**src/rtl/alu_cond_unit_if.sv**
```systemverilog
// alu_cond_unit_if -- operand, control and result bundle of the ALU /
// condition unit.
//
// Signals
//   alu_a, alu_b   operand A (shifter operand) and operand B (Rn value)
//   alu_op         operation select
//   flag_ld        flag register load enable
//   cond           condition field (instruction bits 31:28)
//   ir_d, ir_ld    instruction register data in and load enable
//   alu_out        combinational ALU result
//   alu_flags      combinational flags {C,Z,V,N}
//   flags_q        registered flags {C,Z,V,N}
//   ir_q           instruction register contents
//   cond_true      condition evaluated against flags_q
//
// Modports
//   master  drives operands and controls, observes results
//   slave   the unit itself
interface alu_cond_unit_if;
    logic [31:0] alu_a;
    logic [31:0] alu_b;
    logic [4:0]  alu_op;
    logic        flag_ld;
    logic [3:0]  cond;
    logic [31:0] ir_d;
    logic        ir_ld;
    logic [31:0] alu_out;
    logic [3:0]  alu_flags;
    logic [3:0]  flags_q;
    logic [31:0] ir_q;
    logic        cond_true;

    modport master (
        output alu_a, alu_b, alu_op, flag_ld, cond, ir_d, ir_ld,
        input  alu_out, alu_flags, flags_q, ir_q, cond_true
    );

    modport slave (
        input  alu_a, alu_b, alu_op, flag_ld, cond, ir_d, ir_ld,
        output alu_out, alu_flags, flags_q, ir_q, cond_true
    );
endinterface

```
**src/rtl/alu_cond_unit.sv**
```systemverilog
// alu_cond_unit -- 32-bit ARM-style ALU with a flag register, an instruction
// register and an ARM condition-code evaluator.
//
// Ports
//   CLK    system clock, all state updates on its rising edge
//   RESET  asynchronous, active-high reset of flags_q and ir_q
//   bus    alu_cond_unit_if.slave: operands, controls and results
//
// Flag vectors are ordered {C,Z,V,N}: bit3=C, bit2=Z, bit1=V, bit0=N.
module alu_cond_unit (
    input  logic            CLK,
    input  logic            RESET,
    alu_cond_unit_if.slave  bus
);

    typedef enum logic [4:0] {
        OP_AND      = 5'd0,  OP_EOR      = 5'd1,  OP_SUB      = 5'd2,
        OP_RSB      = 5'd3,  OP_ADD      = 5'd4,  OP_ADC      = 5'd5,
        OP_SBC      = 5'd6,  OP_RSC      = 5'd7,  OP_TST      = 5'd8,
        OP_TEQ      = 5'd9,  OP_CMP      = 5'd10, OP_CMN      = 5'd11,
        OP_ORR      = 5'd12, OP_MOV      = 5'd13, OP_BIC      = 5'd14,
        OP_MVN      = 5'd15, OP_PASS_A   = 5'd16, OP_ADDR_SUB = 5'd17,
        OP_A_INC4   = 5'd18, OP_ADDR_ADD = 5'd19, OP_PASS_B   = 5'd20,
        OP_B_INC4   = 5'd21, OP_B_DEC4   = 5'd22
    } alu_op_e;

    localparam logic [31:0] FOUR = 32'd4;

    // Flag bit positions.
    localparam int C_BIT = 3;
    localparam int Z_BIT = 2;
    localparam int V_BIT = 1;
    localparam int N_BIT = 0;

    logic [3:0]  flags_r;
    logic [31:0] ir_r;
    logic        cin;

    // Every arithmetic op is mapped onto one adder: x + y + carry_in.
    // Subtraction feeds the inverted subtrahend with carry_in=1 (or Cin for
    // SBC/RSC), so the adder carry out is directly "not borrow".
    logic [31:0] op_x;
    logic [31:0] op_y;
    logic        op_cin;
    logic        is_arith;
    logic        is_valid;
    logic [32:0] sum;
    logic [31:0] result;

    assign cin = flags_r[C_BIT];

    // NOTE: every variable written in an always_comb gets a default at the
    // top, so no path through the case can leave it unassigned and infer a
    // latch.
    always_comb begin
        op_x     = '0;
        op_y     = '0;
        op_cin   = 1'b0;
        is_arith = 1'b0;
        is_valid = 1'b1;
        result   = '0;

        case (bus.alu_op)
            OP_AND, OP_TST: result = bus.alu_b & bus.alu_a;
            OP_EOR, OP_TEQ: result = bus.alu_b ^ bus.alu_a;
            OP_ORR:         result = bus.alu_b | bus.alu_a;
            OP_MOV,
            OP_PASS_A:      result = bus.alu_a;
            OP_BIC:         result = bus.alu_b & ~bus.alu_a;
            OP_MVN:         result = ~bus.alu_a;
            OP_PASS_B:      result = bus.alu_b;
            OP_SUB, OP_CMP, OP_ADDR_SUB: begin
                is_arith = 1'b1; op_x = bus.alu_b; op_y = ~bus.alu_a; op_cin = 1'b1;
            end
            OP_RSB: begin
                is_arith = 1'b1; op_x = bus.alu_a; op_y = ~bus.alu_b; op_cin = 1'b1;
            end
            OP_ADD, OP_CMN, OP_ADDR_ADD: begin
                is_arith = 1'b1; op_x = bus.alu_b; op_y = bus.alu_a;
            end
            OP_ADC: begin
                is_arith = 1'b1; op_x = bus.alu_b; op_y = bus.alu_a; op_cin = cin;
            end
            OP_SBC: begin
                is_arith = 1'b1; op_x = bus.alu_b; op_y = ~bus.alu_a; op_cin = cin;
            end
            OP_RSC: begin
                is_arith = 1'b1; op_x = bus.alu_a; op_y = ~bus.alu_b; op_cin = cin;
            end
            OP_A_INC4: begin
                is_arith = 1'b1; op_x = bus.alu_a; op_y = FOUR;
            end
            OP_B_INC4: begin
                is_arith = 1'b1; op_x = bus.alu_b; op_y = FOUR;
            end
            OP_B_DEC4: begin
                is_arith = 1'b1; op_x = bus.alu_b; op_y = ~FOUR; op_cin = 1'b1;
            end
            default: is_valid = 1'b0;
        endcase

        sum = {1'b0, op_x} + {1'b0, op_y} + {32'd0, op_cin};
        if (is_arith) begin
            result = sum[31:0];
        end
    end

    // Ops 23-31 are reserved: zero result, flags pass through unchanged.
    // Logic/move ops keep the registered C and V.
    always_comb begin
        bus.alu_out   = '0;
        bus.alu_flags = flags_r;
        if (is_valid) begin
            bus.alu_out            = result;
            bus.alu_flags[N_BIT]   = result[31];
            bus.alu_flags[Z_BIT]   = (result == 32'd0);
            if (is_arith) begin
                bus.alu_flags[C_BIT] = sum[32];
                // Overflow: both adder inputs share a sign the result lacks.
                bus.alu_flags[V_BIT] = (op_x[31] == op_y[31]) && (result[31] != op_x[31]);
            end
        end
    end

    // NOTE: sequential state is written with non-blocking assignments so all
    // registers sample their inputs from before the edge, independent of
    // process ordering.
    always_ff @(posedge CLK or posedge RESET) begin
        if (RESET) begin
            flags_r <= '0;
            ir_r    <= '0;
        end else begin
            if (bus.flag_ld) flags_r <= bus.alu_flags;
            if (bus.ir_ld)   ir_r    <= bus.ir_d;
        end
    end

    assign bus.flags_q = flags_r;
    assign bus.ir_q    = ir_r;

    // Condition check uses only the registered flags, so a flag load in the
    // current cycle is visible only after the edge.
    always_comb begin
        logic c, z, v, n;
        c = flags_r[C_BIT];
        z = flags_r[Z_BIT];
        v = flags_r[V_BIT];
        n = flags_r[N_BIT];
        case (bus.cond)
            4'd0:    bus.cond_true = z;
            4'd1:    bus.cond_true = !z;
            4'd2:    bus.cond_true = c;
            4'd3:    bus.cond_true = !c;
            4'd4:    bus.cond_true = n;
            4'd5:    bus.cond_true = !n;
            4'd6:    bus.cond_true = v;
            4'd7:    bus.cond_true = !v;
            4'd8:    bus.cond_true = c && !z;
            4'd9:    bus.cond_true = !c || z;
            4'd10:   bus.cond_true = (n == v);
            4'd11:   bus.cond_true = (n != v);
            4'd12:   bus.cond_true = !z && (n == v);
            4'd13:   bus.cond_true = z || (n != v);
            4'd14:   bus.cond_true = 1'b1;
            default: bus.cond_true = 1'b0;
        endcase
    end

endmodule

```
**src/flat_wrapper.sv**
```systemverilog
// flat-port wrapper written by rule: the top's interface ports become plain ports
module alu_cond_unit_flat 
  (CLK, RESET, bus_alu_a, bus_alu_b, bus_alu_op, bus_flag_ld, bus_cond, bus_ir_d, bus_ir_ld, bus_alu_out, bus_alu_flags, bus_flags_q, bus_ir_q, bus_cond_true);
  alu_cond_unit_if bus_i ();
  input  logic CLK;
  input  logic RESET;
  input wire logic [$bits(bus_i.alu_a)-1:0] bus_alu_a;
  input wire logic [$bits(bus_i.alu_b)-1:0] bus_alu_b;
  input wire logic [$bits(bus_i.alu_op)-1:0] bus_alu_op;
  input wire logic [$bits(bus_i.flag_ld)-1:0] bus_flag_ld;
  input wire logic [$bits(bus_i.cond)-1:0] bus_cond;
  input wire logic [$bits(bus_i.ir_d)-1:0] bus_ir_d;
  input wire logic [$bits(bus_i.ir_ld)-1:0] bus_ir_ld;
  output wire logic [$bits(bus_i.alu_out)-1:0] bus_alu_out;
  output wire logic [$bits(bus_i.alu_flags)-1:0] bus_alu_flags;
  output wire logic [$bits(bus_i.flags_q)-1:0] bus_flags_q;
  output wire logic [$bits(bus_i.ir_q)-1:0] bus_ir_q;
  output wire logic [$bits(bus_i.cond_true)-1:0] bus_cond_true;
  assign bus_i.alu_a = bus_alu_a;
  assign bus_i.alu_b = bus_alu_b;
  assign bus_i.alu_op = bus_alu_op;
  assign bus_i.flag_ld = bus_flag_ld;
  assign bus_i.cond = bus_cond;
  assign bus_i.ir_d = bus_ir_d;
  assign bus_i.ir_ld = bus_ir_ld;
  assign bus_alu_out = bus_i.alu_out;
  assign bus_alu_flags = bus_i.alu_flags;
  assign bus_flags_q = bus_i.flags_q;
  assign bus_ir_q = bus_i.ir_q;
  assign bus_cond_true = bus_i.cond_true;
  alu_cond_unit u_core (.CLK(CLK), .RESET(RESET), .bus(bus_i));
endmodule
```
**config.mk**
```make
export PLATFORM = sky130hd
export DESIGN_NAME = alu_cond_unit_flat
export DESIGN_NICKNAME = d
export VERILOG_FILES = /design/src/rtl/alu_cond_unit_if.sv /design/src/rtl/alu_cond_unit.sv /design/src/flat_wrapper.sv
export SDC_FILE = /design/constraint.sdc
export NUM_CORES = 1
export LEC_CHECK = 0
export CAP_MARGIN = 30
export CORE_MARGIN = 2
export CORE_UTILIZATION = 60
export CTS_CLUSTER_DIAMETER = 40
export DETAILED_ROUTE_END_ITERATION = 8
export DONT_BUFFER_PORTS = 1
export MAX_ROUTING_LAYER = met4
export PLACE_DENSITY_LB_ADDON = 0.3
export REMOVE_ABC_BUFFERS = 1
export SYNTH_ARGS = -nofsm -noshare
export SYNTH_HDL_FRONTEND = slang
export SYNTH_SLANG_ARGS = --single-unit
```
**constraint.sdc**
```tcl
create_clock -name CLK -period 8.8 [get_ports CLK]
set_clock_uncertainty 0.1 [all_clocks]
set_input_delay 1.76 -clock CLK [delete_from_list [all_inputs] [get_ports CLK]]
set_output_delay 1.76 -clock CLK [all_outputs]
set_load 0.02 [all_outputs]
```
==> impl_metrics.yaml <==
cts:
  cts_num_sinks: 36
  clk_latency_ps: 270
  h-tree-depth: 2
  post_cts_buffers: 0
  numCtsBuffers: 5
  cts_hold_buf: 0
  clkTransAtPathRegs_ps: 50
  cts-resized-gates: 0
  root_buffer: "clkbuf_16"
  clockBufferDepth: 2
  cts_tree: "built"
routing:
  remaining_drc_errors: 20
  drt-met1-wl_um: 9400
  detail_route.first_pass.iterations: 8
  ant_nets: 0
  num_vias: 7902
  wl_met3_um: 3000
  wl_met2_um: 10800
  top_layer: "met4"
  wirelength_um: 23900
  dr.first_iter.drc_count: 794
  routedWlPerCell_um: 21.7
  viasPerCell: 7.15
finish:
  num_antenna_cells: 0
  layout.nets: 1135
  n_fill_cell: 1049
  fin_area_um2: 7470
  final_cell_count_no_fill: 1105
  layout-drive-gt1-share_pct: 11.0
  syn_to_final_growth_pct: 4.98
die:
  die_h_um: 113
  boundaryPins: 182
  num_rows: 39
  initial_core_util_pct: 61.8
  core_area_um2: 11500
  die_area_um2: 12700
  die-width_um: 113
timing:
  period_needed_ps: 8490
  worst_pin_slew_ps: 1050
  slew_headroom_pct: 29.9
  final_hold_viol_count: 0
  fmax_mhz: 118
  rsz0062_at_grt: "false"
  drv_slew: 0
  fin_hold_ws_ps: 561
  setup_ws_ps: 311
  period_share_pct: 96.5
  setup_viol: 0
place:
  preCtsSetupSlack_ps: 403
  dp.cells: 1097
  io_buffers: 0
  gp_congestion: 1.06
  postPlaceCellArea_um2: 7320
  dp_hpwl_um: 18000
synthesis:
  synthArstFlopShare_pct: 100
  postSynthCellCount: 990
  synth_edf_count: 0
  ys_seq_area_share_pct: 12.7
  synthFlopType: "dfrtp_1"
  synth_area_per_cell_um2: 7.18
  synth_area_um2: 7110
  ys_seq_elements: 36
  synth_cell_type_count: 84
  synth_warnings: 0
setup_path:
  worstPathArrival_ps: 6630
  critPathLaunch: "bus_alu_op[1]"
  worstPathMaxFanout: 45
  cp-end-kind: "output port"
  worst_setup_path_start_kind: "input pin"
  critPathKind: "in2out"
  required_ps: 6940
  endpoint: "bus_alu_flags[2]"
  worst_r2r_startpoint: "u_core.bus.flags_q[3]$_DFFE_PP0P_"
  reg2reg_slack_ps: 3690
  rr_endpoint: "u_core.bus.flags_q[2]$_DFFE_PP0P_"
  ff2ff_path_depth: 16
run:
  maxCapViolCount: 0
global_routing:
  grt_pass1_wl_um: 37600
  grt_start_max_net_pins: 46
  grt_usage_pct: 37.0
  grt-ovfl-total: 0
  antenna_found_initial: 0
  grt_pass1_vias: 7312
outcome:
  status: "complete, but fails checks"
  violations: "design-rule violations"
power:
  leakage_nw: 3.20
  power_density_nw_per_um2: 109
  peakVddDrop_mv: 0.0597
  power_uw: 814
worst_hold_path:
  hold_class: "reg2reg"
[cells by family (layout without fill, tap and decap cells)]
family,Yosys count,after routing,share of synthesized area [%]
compound gates,418,418,40.3
simple gates,252,252,17.4
buf+inv,154,126,8.64
fa+ha+maj,65,65,11.6
mux,41,41,6.39
flops,36,36,12.7
xor+xnor,24,24,2.96
[per-layer routing]
metal | vias up | global-route usage [%]
li1 | 3685 | -
met1 | 3668 | 46.6
met2 | 488 | 59.3
met3 | 61 | 8.46
met4 | 0 | 11.5
met5 | - | -
[report_power, final]
| group | internal (mW) | leakage (nW) | switching [mW] | total (mW) |
|---|---|---|---|---|
| Combinational | 0.168 | 2.71 | 0.256 | 0.424 |
| Sequential | 0.183 | 0.425 | 0.0406 | 0.224 |
| Clock | 0.104 | 0.0736 | 0.0615 | 0.165 |
| Total | 0.456 | 3.20 | 0.358 | 0.814 |
[sequential cells by signal, indices dropped and copies added (netlist names)]
| name | cells |
|---|---|
| u_core.bus.flags_q | 4 |
| u_core.bus.ir_q | 32 |
[Yosys cell counts, types with 10 or more instances]
master | count | area (um2)
o31ai_1 | 10 | 75.1
a21oi_1 | 115 | 576
nor2b_1 | 10 | 62.6
a21o_1 | 12 | 90.1
nand3_1 | 13 | 65.1
nand2_1 | 58 | 218
inv_1 | 74 | 278
o211ai_1 | 44 | 330
clkbuf_1 | 57 | 214
a211o_1 | 13 | 114
a22oi_1 | 14 | 105
o21ai_0 | 59 | 295
o21a_1 | 10 | 75.1
a22o_1 | 32 | 280
xnor2_1 | 16 | 140
a211oi_1 | 32 | 240
nor3_1 | 14 | 70.1
buf_2 | 11 | 55.1
dfrtp_1 | 36 | 901
mux2_2 | 35 | 394
nor2_1 | 93 | 349
nand4_1 | 11 | 68.8
ha_1 | 63 | 788
[stage by stage]
stage / setup TNS [ps] / util (%)
4_1_cts: 0 / 64.8
3_5_place_dp: 0 / 63.6
2_1_floorplan: -391 / -
6_report: 0 / 64.8
3_3_place_gp: 0 / 63.5
5_1_grt: 0 / 64.8
[worst min path at each step]
stage	from	to	slack, ps	depth (start not counted)
3_5_place_dp	u_core.bus.ir_q[29]$_DFFE_PP0P_	u_core.bus.ir_q[29]$_DFFE_PP0P_	550	1
6_report	u_core.bus.ir_q[20]$_DFFE_PP0P_	u_core.bus.ir_q[20]$_DFFE_PP0P_	560	1
4_1_cts	u_core.bus.ir_q[29]$_DFFE_PP0P_	u_core.bus.ir_q[29]$_DFFE_PP0P_	560	1
5_1_grt	u_core.bus.ir_q[11]$_DFFE_PP0P_	u_core.bus.ir_q[11]$_DFFE_PP0P_	570	1
3_3_place_gp	u_core.bus.ir_q[20]$_DFFE_PP0P_	u_core.bus.ir_q[20]$_DFFE_PP0P_	550	1
2_1_floorplan	u_core.bus.ir_q[0]$_DFFE_PP0P_	u_core.bus.ir_q[0]$_DFFE_PP0P_	540	1
[cell usage in the layout, fill, tap and decap left out, types with 6 or more instances in the layout]
master	n
o21ai_0	59
nor3_1	14
nand3_1	13
o21a_1	10
nor2_1	92
nand4_1	11
ha_1	63
mux2i_1	6
a31oi_1	8
a22o_1	32
xor2_1	8
nor2b_1	9
o31ai_1	9
o211ai_1	44
or3_1	8
a21o_1	12
nand2_1	58
a221oi_1	6
inv_1	74
a22oi_1	14
buf_4	43
a21oi_1	115
a211oi_1	32
mux2_2	35
dfrtp_1	36
xnor2_1	16
a211o_1	13
[worst max-delay path, cell delays in order]
cell and delay (ps):
nand2b_1 290, nor3_1 110, nor2_2 130, nor2_1 50
a21oi_1 110, o211ai_1 120, fa_1 450, fa_1 490
a211oi_1 410, o211ai_1 240, a21oi_1 170, o21ai_1 110
a221oi_1 400, o311ai_1 170, xor2_1 160, a211o_1 340
or4_1 570, o31ai_1 320, buf_4 210
[area by class of cell]
cell class                      instances  area, um2  area share (%)
Tap cell                              143        179            2.40
Timing Repair Buffer                   43        323            4.32
Inverter                               75        282            3.77
Sequential cell                        36        901            12.1
Clock buffer                            5        125            1.68
Clock inverter                          3       18.8           0.251
Multi-Input combinational cell        800       5640            75.5
Power figures use the tool's default switching activity.
